$ cat src/rtl/rv_commit_trace.sv
// Commit-trace generator at the WB end of rv_pipelined: registers the retiring
// instruction's architectural effects, keeps CPI counters, detects halt/timeout.
module rv_commit_trace #(
    parameter int unsigned XLEN          = 32,
    parameter int unsigned CntW          = 64,
    parameter int unsigned TimeoutCycles = 1024
) (
    input  logic            clk_i,
    input  logic            rstn_i,
    input  logic            ret_valid_i,
    input  logic [XLEN-1:0] ret_pc_i,
    input  logic [XLEN-1:0] ret_instr_i,
    input  logic [4:0]      ret_rd_i,
    input  logic [XLEN-1:0] ret_rd_data_i,
    input  logic [XLEN-1:0] ret_mem_addr_i,
    input  logic [XLEN-1:0] ret_store_data_i,
    output logic            update_o,
    output logic [XLEN-1:0] pc_o,
    output logic [XLEN-1:0] instr_o,
    output logic [4:0]      reg_addr_o,
    output logic [XLEN-1:0] reg_data_o,
    output logic [XLEN-1:0] mem_addr_o,
    output logic [XLEN-1:0] mem_data_o,
    output logic            mem_wrt_o,
    output logic            mem_read_o,
    output logic [CntW-1:0] cycle_cnt_o,
    output logic [CntW-1:0] instret_cnt_o,
    output logic            halted_o,
    output logic            timeout_o
);
    localparam logic [6:0] OpLoad   = 7'b0000011;
    localparam logic [6:0] OpStore  = 7'b0100011;
    localparam logic [6:0] OpBranch = 7'b1100011;
    localparam int unsigned IdleW   = $clog2(TimeoutCycles + 1);

    typedef enum logic [1:0] {StRun, StHalted, StTimeout} state_e;

    state_e            state_q, state_d;
    logic [IdleW-1:0]  idle_q, idle_d;
    logic              update_q, update_d;
    logic [XLEN-1:0]   pc_q, pc_d, instr_q, instr_d;
    logic [4:0]        reg_addr_q, reg_addr_d;
    logic [XLEN-1:0]   reg_data_q, reg_data_d;
    logic [XLEN-1:0]   mem_addr_q, mem_addr_d, mem_data_q, mem_data_d;
    logic              mem_wrt_q, mem_wrt_d, mem_read_q, mem_read_d;
    logic [CntW-1:0]   cycle_q, cycle_d, instret_q, instret_d;
    logic              halted_q, halted_d, timeout_q, timeout_d;

    logic [6:0]        opcode;
    logic [2:0]        funct3;
    logic [XLEN-1:0]   rd_data_gated;
    logic [XLEN-1:0]   store_masked;

    assign opcode        = ret_instr_i[6:0];
    assign funct3        = ret_instr_i[14:12];
    assign rd_data_gated = (ret_rd_i == 5'd0) ? '0 : ret_rd_data_i;

    always_comb begin
        store_masked = '0;
        case (funct3)
            3'b000:  store_masked = {{(XLEN-8){1'b0}},  ret_store_data_i[7:0]};
            3'b001:  store_masked = {{(XLEN-16){1'b0}}, ret_store_data_i[15:0]};
            3'b010:  store_masked = ret_store_data_i;
            default: store_masked = '0;
        endcase
    end

    always_comb begin
        state_d    = state_q;
        idle_d     = idle_q;
        update_d   = 1'b0;
        pc_d       = pc_q;
        instr_d    = instr_q;
        reg_addr_d = reg_addr_q;
        reg_data_d = reg_data_q;
        mem_addr_d = mem_addr_q;
        mem_data_d = mem_data_q;
        mem_wrt_d  = mem_wrt_q;
        mem_read_d = mem_read_q;
        cycle_d    = cycle_q;
        instret_d  = instret_q;
        halted_d   = halted_q;
        timeout_d  = timeout_q;

        if (state_q == StRun) begin
            cycle_d = cycle_q + 1'b1;
            if (ret_valid_i) begin
                idle_d = '0;
                if (ret_instr_i == '0) begin
                    // Zero word ends the program; checked before the watchdog so HALTED wins.
                    state_d  = StHalted;
                    halted_d = 1'b1;
                    instr_d  = '0;
                end else begin
                    update_d   = 1'b1;
                    instret_d  = instret_q + 1'b1;
                    pc_d       = ret_pc_i;
                    instr_d    = ret_instr_i;
                    reg_addr_d = ret_rd_i;
                    reg_data_d = rd_data_gated;
                    mem_addr_d = '0;
                    mem_data_d = '0;
                    mem_wrt_d  = 1'b0;
                    mem_read_d = 1'b0;
                    case (opcode)
                        OpStore: begin
                            reg_addr_d = '0;
                            reg_data_d = '0;
                            mem_wrt_d  = 1'b1;
                            mem_addr_d = ret_mem_addr_i;
                            mem_data_d = store_masked;
                        end
                        OpLoad: begin
                            mem_read_d = 1'b1;
                            mem_addr_d = ret_mem_addr_i;
                        end
                        OpBranch: begin
                            reg_addr_d = '0;
                            reg_data_d = '0;
                        end
                        default: ;
                    endcase
                end
            end else begin
                idle_d = idle_q + 1'b1;
                if (idle_q == IdleW'(TimeoutCycles - 1)) begin
                    state_d   = StTimeout;
                    timeout_d = 1'b1;
                end
            end
        end
    end

    always_ff @(posedge clk_i) begin
        if (!rstn_i) begin
            state_q    <= StRun;
            idle_q     <= '0;
            update_q   <= 1'b0;
            pc_q       <= '0;
            instr_q    <= '0;
            reg_addr_q <= '0;
            reg_data_q <= '0;
            mem_addr_q <= '0;
            mem_data_q <= '0;
            mem_wrt_q  <= 1'b0;
            mem_read_q <= 1'b0;
            cycle_q    <= '0;
            instret_q  <= '0;
            halted_q   <= 1'b0;
            timeout_q  <= 1'b0;
        end else begin
            state_q    <= state_d;
            idle_q     <= idle_d;
            update_q   <= update_d;
            pc_q       <= pc_d;
            instr_q    <= instr_d;
            reg_addr_q <= reg_addr_d;
            reg_data_q <= reg_data_d;
            mem_addr_q <= mem_addr_d;
            mem_data_q <= mem_data_d;
            mem_wrt_q  <= mem_wrt_d;
            mem_read_q <= mem_read_d;
            cycle_q    <= cycle_d;
            instret_q  <= instret_d;
            halted_q   <= halted_d;
            timeout_q  <= timeout_d;
        end
    end

    assign update_o      = update_q;
    assign pc_o          = pc_q;
    assign instr_o       = instr_q;
    assign reg_addr_o    = reg_addr_q;
    assign reg_data_o    = reg_data_q;
    assign mem_addr_o    = mem_addr_q;
    assign mem_data_o    = mem_data_q;
    assign mem_wrt_o     = mem_wrt_q;
    assign mem_read_o    = mem_read_q;
    assign cycle_cnt_o   = cycle_q;
    assign instret_cnt_o = instret_q;
    assign halted_o      = halted_q;
    assign timeout_o     = timeout_q;
endmodule

$ cat config.mk
export PLATFORM = sky130hd
export DESIGN_NAME = rv_commit_trace
export DESIGN_NICKNAME = d
export VERILOG_FILES = /design/src/rtl/rv_commit_trace.sv
export SDC_FILE = /design/constraint.sdc
export NUM_CORES = 1
export LEC_CHECK = 0
export BUFFER_PORTS_ARGS = -buffer_cell sky130_fd_sc_hd__buf_2
export CORE_MARGIN = 1.5
export CORE_UTILIZATION = 35
export CTS_CLUSTER_SIZE = 8
export DETAILED_ROUTE_END_ITERATION = 7
export PLACE_DENSITY = 0.6
export REMOVE_ABC_BUFFERS = 1
export SLEW_MARGIN = 20
export SYNTH_ARGS = -nofsm -noshare
export SYNTH_HDL_FRONTEND = slang
export SYNTH_SLANG_ARGS = --single-unit
export TNS_END_PERCENT = 10
$ cat constraint.sdc
create_clock -name clk_i -period 2.15 [get_ports clk_i]
set_input_delay 0.215 -clock clk_i [delete_from_list [all_inputs] [get_ports clk_i]]
set_output_delay 0.215 -clock clk_i [all_outputs]
set_load 0.02 [all_outputs]
== Yosys cells after proc, flatten, opt, wreduce, memory -nomap -nowiden ==
Index checks and enable logic that the tools add are counted.

* Add/subtract/negate cells: 3
* Equal/unequal tests: 7
* Muxes and demuxes: 14
* Bitwise logic cells: 2
* Reduce and logical (&&, ||, !) cells: 13

{| class="wikitable"
|+ Operators by type and width
! cell !! count
|-
| 2-to-1 mux 32 bit || 5
|-
| adder 64 x 1 -> 64 bit, second input constant || 2
|-
| case mux 32 bit (3 select lines) || 1
|-
| logical NOT 32 bit || 1
|-
| AND reduction 3 bit || 5
|-
| adder 11 x 1 -> 11 bit, second input constant || 1
|-
| == test 11 x 10 -> 1 bit, second input constant || 1
|-
| 2-to-1 mux 11 bit || 1
|-
| == test 7 x 2 -> 1 bit, second input constant || 1
|-
| == test 7 x 6 -> 1 bit, second input constant || 1
|-
| == test 7 bit, second input constant || 1
|-
| 2-to-1 mux 2 bit || 3
|-
| logical NOT 5 bit || 1
|-
| 2-to-1 mux 5 bit || 1
|-
| OR reduction 2 bit || 2
|-
| == test 3 x 1 -> 1 bit, second input constant || 1
|-
| == test 3 x 2 -> 1 bit, second input constant || 1
|-
| logical NOT 3 bit || 1
|-
| 2-to-1 mux 1 bit || 3
|-
| logical NOT 2 bit || 1
|-
| inequality test 2 x 1 -> 1 bit, second input constant || 1
|-
| NOT 1 bit || 2
|-
| AND reduction 2 bit || 1
|-
| nonzero test 2 bit || 1
|}

* Flip-flop bits (word level): 311

== Depth between registers and ports, before layout ==
Gate-level depths: netlist of run 1.

* Depth in word-level cells: 3
* Depth in mapped cells: 8
* Depth with buffers taken out: 6

== Worst setup path after synthesis of run 1 ==
No wires, ideal clock.

* Path kind: register -> register
* Start point: register instret_q[3], in the netlist instret_cnt_o[3]
* End point: register instret_q[48], in the netlist instret_cnt_o[48]
* Library setup time: 0.070 ns
* Data arrival time: 2.369 ns
* Path slack: -0.289 ns
* Cell stages (with the launch flop): 7
* Path buffers: 1
* Period minus slack after synthesis: 2.439 ns
* Path through: dfxtp_1 nand4_2 or3_4 or4_1 buf_2 or4b_1 a21oi_1

* Cells in the longest elaborated chain, start to end: 1

{| class="wikitable"
|+ Ends and longest elaborated chain
! what !! line !! text
|-
| start: declaration || 46 || <nowiki>logic [CntW-1:0] cycle_q, cycle_d, instret_q, instret_d;</nowiki>
|-
| start signal: assignment || 164 || <nowiki>instret_q <= instret_d;</nowiki>
|-
| adder 64 x 1 -> 64 bit || 96 || <nowiki>instret_d = instret_q + 1'b1;</nowiki>
|}

Every way passes these cells.
A chain may end at the register's enable or synchronous reset.

== Final worst setup path of run 1 ==
* Start point: register cycle_q[24], in the netlist cycle_cnt_o[24]
* End point: register cycle_q[52], in the netlist cycle_cnt_o[52]

* Cells in the longest elaborated chain, start to end: 1

{| class="wikitable"
|+ Ends and longest elaborated chain
! what !! line !! text
|-
| start: declaration || 46 ||
|-
| start signal: assignment || 163 || <nowiki>cycle_q <= cycle_d;</nowiki>
|-
| adder 64 x 1 -> 64 bit || 86 || <nowiki>cycle_d = cycle_q + 1'b1;</nowiki>
|}

Every way passes these cells.

==> results of run 1 <==
-- stage by stage --
stage,instance area [µm²],hold slack [ns]
after floorplan,12300,0.333
after global placement,16900,0.426
after detailed placement,16900,0.428
after CTS,19700,0.00123
after global routing,20000,0.0205
final,20000,0.00847
-- power breakdown --
group	switching [mW]	total, mW	internal, mW
clock network	2.39	6.03	3.64
logic	0.663	1.23	0.568
registers	0.0665	5.96	5.90
total	3.12	13.2	10.1
-- what timing repair did --
action	in CTS	in global routing
hold buffers	163	0
gates cloned	0	4
gates resized for setup	9	57
endpoints found under the setup margin	25	167
pin swaps	4	33
hold endpoints to repair	163	0
buffers inserted	1	5
-- flip-flops by register name, indices dropped and copies added, names as in the netlist --
signal         count
cycle_cnt_o       64
mem_data_o        32
mem_addr_o        32
halted_o           1
timeout_o          1
mem_read_o         1
update_o           1
instret_cnt_o     64
mem_wrt_o          1
pc_o              32
idle_q            11
instr_o           32
state_q            2
reg_data_o        32
reg_addr_o         5
-- layout by cell type, fill, tap and decap left out, types with 12 or more instances in the layout --
master,count
nand4_1,49
and3_1,15
buf_4,182
xor2_1,16
a21oi_1,165
dfxtp_1,298
inv_1,24
nor2_1,88
clkbuf_16,48
a22oi_1,32
buf_12,12
or4_1,49
nand3_1,55
a22o_1,64
nand2_1,197
buf_2,465
nor3_1,19
xnor2_1,15
o21ai_0,31
o31ai_1,51
dlygate4sd3_1,163
nor4_1,19
or3_1,29
-- worst min-delay path, delay by kind of cell --
family,cells,cell delay (ns)
AOI/OAI and AO/OA,1,0.05
buffers and inverters,1,0.15
and+or+nand+nor,1,0.07
-- cells by family (layout without fill, tap and decap cells) --
family,after synthesis,in the layout,synth area share (%)
simple gates,603,604,24.8
compound gates,388,388,20.0
buf+inv,113,904,3.51
xor+xnor,31,31,2.14
fa+ha+maj,3,3,0.296
flops,311,311,49.1
mux,2,2,0.158
-- routing by layer --
layer	global-route usage, %	wire, µm
met1	30.0	20000
met2	42.9	23900
met3	6.08	3610
met4	9.02	1400
met5	0	0
-- cells in the mapped netlist (16+ instances only) --
library cell	n
nand3_1	58
dfxtp_1	311
nor2_1	89
nand2_1	199
a22o_1	64
nand4_1	49
inv_1	25
xor2_1	16
nor3_1	21
or4_1	55
clkbuf_1	69
nor4_1	27
a22oi_1	32
o31ai_1	51
o21ai_0	31
buf_2	16
or3_1	33
a21oi_1	168
-- layout make-up --
type	instances	area [µm²]
well taps	461	577
inverters	25	98.8
flip-flops and latches	311	6250
repair buffers	833	5750
fillers	3144	15600
clock buffers	46	1130
multi-input cells	1028	6210
-- how the worst max path moves through the flow --
| stage | from | end | slack, ns | cells after the start |
|---|---|---|---|---|
| floorplan | rstn_i | reg_data_o[0]$_SDFFE_PN0P_ | -4.52 | 3 |
| global placement | ret_instr_i[16] | reg_data_o[6]$_SDFFE_PN0P_ | -0.16 | 10 |
| detailed placement | cycle_cnt_o[24]$_SDFFE_PN0N_ | cycle_cnt_o[52]$_SDFFE_PN0N_ | -0.13 | 6 |
| CTS | cycle_cnt_o[24]$_SDFFE_PN0N_ | cycle_cnt_o[52]$_SDFFE_PN0N_ | -0.1 | 6 |
| global route | state_q[1]$_SDFFE_PN0P_ | cycle_cnt_o[63]$_SDFFE_PN0N_ | -0.11 | 6 |
| finish | cycle_cnt_o[24]$_SDFFE_PN0N_ | cycle_cnt_o[52]$_SDFFE_PN0N_ | -0.06 | 5 |
==> summary.md, run 1 <==
| Metric | Value |
|---|---|
| Antenna cells | `0` |
| Ys async rst share | `0%` |
| CTS tree | `built` |
| Place WS | `-0.134 ns` |
| Area growth, synth to finish | `57.9%` |
| Worst Hold Launch | `ret_instr_i[14]` |
| CP cell instances | `nand4_4 -> or4_4 -> or4_4 -> or4b_4 -> a21oi_1` |
| Tmin final | `2.21 ns` |
| Grt total ovfl | `0` |
| CP arrival | `2.69 ns` |
| First-pass GRT wire length | `76,300 µm` |
| DIE WIDTH | `193 µm` |
| Initial DRT Pass Iterations | `6` |
| Largest net degree at the start of global routing | `102` |
| Measured slew at the worst slew-check pin | `0.552 ns` |
| Number of synthesized register bits | `between 300 and 400` |
| Post-route insts no fill | `2,704` |
| Core area | `35,600 µm²` |
| Synth Instances | `1,451` |
| Via count | `14,500` |
| Critical path endpoint category | `flop` |
| Most frequent CP cell | `or4_4` |
| Failing checks | `setup timing` |
| Top Ports | `approximately 470` |
| Post-route ant nets | `0` |
| Ranking of synthesized cells by area | `dfxtp_1 49%, a21oi_1 6.6%, nand2_1 5.9%, a22o_1 4.4%, or4_1 3.3%` |
| IO Port Bufs | `465` |
| Seq/Total Area, Yosys | `roughly 49%` |
| Critical R2R Launch | `cycle_cnt_o[24]$_SDFFE_PN0N_` |
| Setup violators final | `15` |
| WL per Instance | `about 18 µm` |
| Max stage delay on crit path | `~0.53 ns` |
| Hold Path Cell Cnt | `3` |
| Row count | `69` |
| Setup ws final | `-0.0633 ns` |
| Overall Global Routing Usage | `around 25%` |
| WP buf/inv | `0` |
| Pwr Total | `13.2 mW` |
| RSZ-0062 raised after global routing | `true` |
| Htree depth | `2` |
| R2R depth | `5` |
| Worst skew pair latency | `0.54 ns` |
| Worst Hold Class | `in2reg` |
| Post-synth EDFFs | `0` |
| Post-Route WL | `48,800 µm` |
| Startpoint Class | `flop` |
| Clock root cell | `clkbuf_16` |
| Avg Vias per Cell | `approximately 5.4` |
| Final period utilization | `103%` |
| Ys flop type | `dfxtp_1` |
| Leakage power | `8.57 nW` |
| Max_cap viols | `0` |
| Area of the mapped netlist | `12,700 µm²` |
| Worst reg2reg path endpoint | `cycle_cnt_o[52]$_SDFFE_PN0N_` |
| Clock Sinks | `between 300 and 400` |
| Hpwl dp | `roughly 33,000 µm` |
| Crit path kind | `reg2reg` |
| Share of cells above drive strength 1 | `between 30% and 40%` |
| Final clock skew | `0.0134 ns` |
| Warnings, synthesis | `0` |
| Initial antenna violation count | `0` |
| Fin. Hold Viols | `0` |
| Status | `finished, violations left` |
| CP max-delay cell | `or4b_4` |
| Max_slew headroom | `a little over three fifths` |
| Worst Path Max Fanout | `7` |
| Die height | `193 µm` |
| Pwr/cell area | `roughly 660 nW/µm²` |
| Initial drt markers | `a little under 800` |
| Post-synthesis area per instance | `8.73 µm²` |
| Cell family contributing the most delay on the critical path | `simple AND/OR/NAND/NOR gates` |
| Cts bufs inserted | `44` |
| FMAX | `452 MHz` |
| Clk buf depth | `3` |
| Final Max Tran Viols | `0` |
| Setup slack, reg-to-reg | `-0.06 ns` |
| Setup_tns | `-0.253 ns` |
| Starting Density | `35.6%` |
| # placed instances | `2,486` |
| Dominant cell type by area after synthesis | `dfxtp_1` |
| Netlist cell types | `51` |
| DRC | `0` |
| Worst-path clk slew | `0.05 ns` |
| Vias in the first global route | `about 14,000` |
| Hold worst-path end | `instr_o[14]$_SDFFE_PN0N_` |
| Post-layout util | `a little under three fifths` |
| GP Congestion | `approximately 0.85` |
| CP required | `2.62 ns` |
| Max IR drop VDD | `0.000801 V` |
| Total die area | `37,400 µm²` |
| Post-synth top area share | `between 40 and 50%` |
| Fin nets | `2,414` |
Note: power is estimated with default switching activity, not from simulation.
==> run 2, diff against run 1 <==
- ABC_AREA: unset -> 1
- PLACE_DENSITY: 0.6 -> 0.59
==> run 2 against run 1 <==
The flow now finishes without violations. Utilization fell by 6.1 points. Hold slack improved by 0.026 ns. Die area increased by 13%. Routed wire length rose by 5.9%. Synthesized cell count increased by 50%. Critical path type is now in2reg. Largest cell class is now multi-input combinational cells. Largest power group unchanged.
==> summary.md, run 2 <==
| Metric | Value |
|---|---|
| Number of synthesized register bits | `311` |
| CTS tree | `built` |
| Post-synth top area share | `43.4%` |
| Netlist cell types | `37` |
| Measured slew at the worst slew-check pin | `0.674 ns` |
| Ys flop type | `dfxtp_1` |
| Clock root cell | `clkbuf_16` |
| Row count | `73` |
| Seq/Total Area, Yosys | `43.4%` |
| RSZ-0062 raised after global routing | `true` |
| Initial antenna violation count | `2` |
| IO Port Bufs | `465` |
| Tmin final | `2.04 ns` |
| Critical path endpoint category | `flop` |
| Vias in the first global route | `15,400` |
| Starting Density | `between 30 and 40%` |
| Post-CTS Setup Bufs | `0` |
| Hpwl dp | `37,000 µm` |
| Post-route cell area | `20,100 µm²` |
| GP Congestion | `just over 0.9` |
| Hold Slack | `approximately 0.034 ns` |
| Htree depth | `2` |
| Final period utilization | `94.8%` |
| Initial DRT Pass Iterations | `5` |
| Core area | `40,100 µm²` |
| Initial drt markers | `roughly 1,000` |
| Crit path from | `ret_instr_i[5]` |
| CP required | `2.63 ns` |
| Grt total ovfl | `0` |
| Setup violators final | `0` |
| Worst Path Max Fanout | `25` |
| Max IR drop VDD | `0.000497 V` |
| Max_slew headroom | `55.1%` |
| Worst skew pair latency | `0.55 ns` |
| Worst reg2reg path endpoint | `instr_o[28]$_SDFFE_PN0N_` |
| Top-count cell post-synth | `nand2_1` |
| First-pass GRT wire length | `79,900 µm` |
| Largest net degree at the start of global routing | `103` |
| Commonest non-fill, non-tap cell in the layout | `nand2_1` |
| Crit path capture | `instr_o[28]$_SDFFE_PN0N_` |
| Die height | `205 µm` |
| CP arrival | `approximately 2.5 ns` |
| Fin. Hold Viols | `0` |
| Startpoint Class | `input port` |
| Area growth, synth to finish | `40.4%` |
| Via count | `16,300` |
| Worst Hold Class | `in2reg` |
| Final Max Tran Viols | `0` |
| Clock Sinks | `a little over 300` |
| Leakage power | `8.91 nW` |
| Critical R2R Launch | `state_q[1]$_SDFFE_PN0P_` |
| Post-synthesis area per instance | `6.61 µm²` |
| Area of the mapped netlist | `14,300 µm²` |
| Post-route ant nets | `0` |
| Post-synth EDFFs | `0` |
| Synth top cells by count | `619 x nand2_1, 425 x nor2_1, 311 x dfxtp_1, 181 x nand3_1, 136 x inv_1` |
| Final clock skew | `0.0132 ns` |
| DRC | `0` |
| Worst-path clk slew | `0.05 ns` |
| WL per Instance | `15.6 µm` |
| Pwr/cell area | `approximately 660 nW/µm²` |
| Ys async rst share | `0%` |
| Ranking of synthesized cells by area | `dfxtp_1 43%, nand2_1 16%, nor2_1 11%, nand3_1 6.3%, a21oi_1 4.6%` |
| Avg Vias per Cell | `4.94` |
| Synth Instances | `2,170` |
| Status | `complete, no violations` |
| Cts bufs inserted | `44` |
| Placed inst area | `17,400 µm²` |
| FMAX | `491 MHz` |
| Max_cap viols | `0` |
| Overall Global Routing Usage | `about a quarter` |
| Fin nets | `2,955` |
| Warnings, synthesis | `0` |
| Pwr Total | `13.3 mW` |
| DIE WIDTH | `205 µm` |
| Clk buf depth | `3` |
| Setup slack, reg-to-reg | `0.18 ns` |
| Dominant cell type by area after synthesis | `dfxtp_1` |
| Top Ports | `466` |
| Post-Route WL | `51,700 µm` |
| Most frequent cells in the layout | `618 x nand2_1, 464 x buf_2, 417 x nor2_1, 311 x dfxtp_1, 181 x nand3_1` |
| R2R depth | `9` |
| Crit path kind | `in2reg` |
| Total die area | `42,200 µm²` |
| Share of cells above drive strength 1 | `20.8%` |
-- run 2: cell types whose count changed after synthesis, sizes merged, moves of 51 or more --
cell,before,now
or4,55,0
a22o,64,0
o21ai,32,135
o31ai,51,0
nand2,199,620
nor2,89,433
inv,25,138
nand3,58,181
-- run 2: repair_timing --
action / CTS / global route
hold endpoints to repair: 154 / 0
endpoints found under the setup margin: 0 / 42
resized for setup: 0 / 12
hold buffers: 153 / 0
-- run 2: worst min path at each step --
stage | startpoint | end | slack, ns | depth (start not counted)
after floorplan | ret_instr_i[0] | instr_o[0]$_SDFFE_PN0N_ | 0.32 | 2
after global placement | ret_instr_i[29] | instr_o[29]$_SDFFE_PN0N_ | 0.42 | 3
after detailed placement | ret_instr_i[30] | instr_o[30]$_SDFFE_PN0N_ | 0.42 | 3
after CTS | ret_store_data_i[30] | mem_data_o[30]$_SDFFE_PN0P_ | 0.00004 | 5
after global routing | ret_store_data_i[5] | mem_data_o[5]$_SDFFE_PN0P_ | 0.03 | 4
final | ret_store_data_i[5] | mem_data_o[5]$_SDFFE_PN0P_ | 0.03 | 4
-- run 2: final cells by class --
cell class | instances | area [µm²]
Antenna cell | 2 | 5.00
Clock buffer | 46 | 1130
Fill cell | 3973 | 20000
Inverter | 139 | 523
Multi-Input combinational cell | 1628 | 7230
Sequential cell | 311 | 6230
Tap cell | 525 | 657
Timing Repair Buffer | 660 | 4360
-- run 2: cells by family (layout without fill, tap and decap cells) --
group                    count (synthesis)  after routing  synth area share (%)
AND/OR/NAND/NOR                       1315           1315                  37.9
flip-flops                             311            311                  43.4
AO/OA/AOI/OAI                          280            280                  10.0
buffers and inverters                  231            845                  6.55
XOR/XNOR                                30             30                  1.83
adder cells (fa/ha/maj)                  3              3                 0.262
other                                    0              2                     0
-- run 2: critical path, cell delays in order --
cell,delay (ns)
dlygate4sd3_1,0.52
buf_2,0.12
nor2_1,0.04
nand2_1,0.12
nor2_1,0.07
nand2_1,0.13
nor2_1,0.10
nor2_4,0.40
nand2_2,0.17
inv_2,0.38
nand2_1,0.14
nand2_1,0.10
-- run 2: per-stage QoR --
stage,TNS [ns],setup slack [ns],util [%],std cells
final,0,0.113,50.2,3311
after global routing,-0.480,-0.0971,50.2,3309
after CTS,0,0.0917,50.1,3309
after detailed placement,0,0.0224,43.5,3110
after global placement,0,0.0771,43.5,3110
after floorplan,-649.23,-4.00,-,2078
-- run 2: per-layer routing --
metal / GRT usage, % / wire length (µm) / vias to the layer above / share of wire, %
met2: 41.4 / 24700 / 587 / 48
met4: 9.18 / 1730 / 0 / 3.3
li1: - / - / 8170 / -
met5: 0 / 0 / - / 0
met3: 4.93 / 3600 / 104 / 7.0
met1: 28.5 / 21700 / 7479 / 42
-- run 2: power by group --
part	total [mW]	switching [mW]	internal, mW
registers	6.00	0.0818	5.92
clock network	6.06	2.42	3.64
logic	1.29	0.732	0.554
total	13.3	3.23	10.1
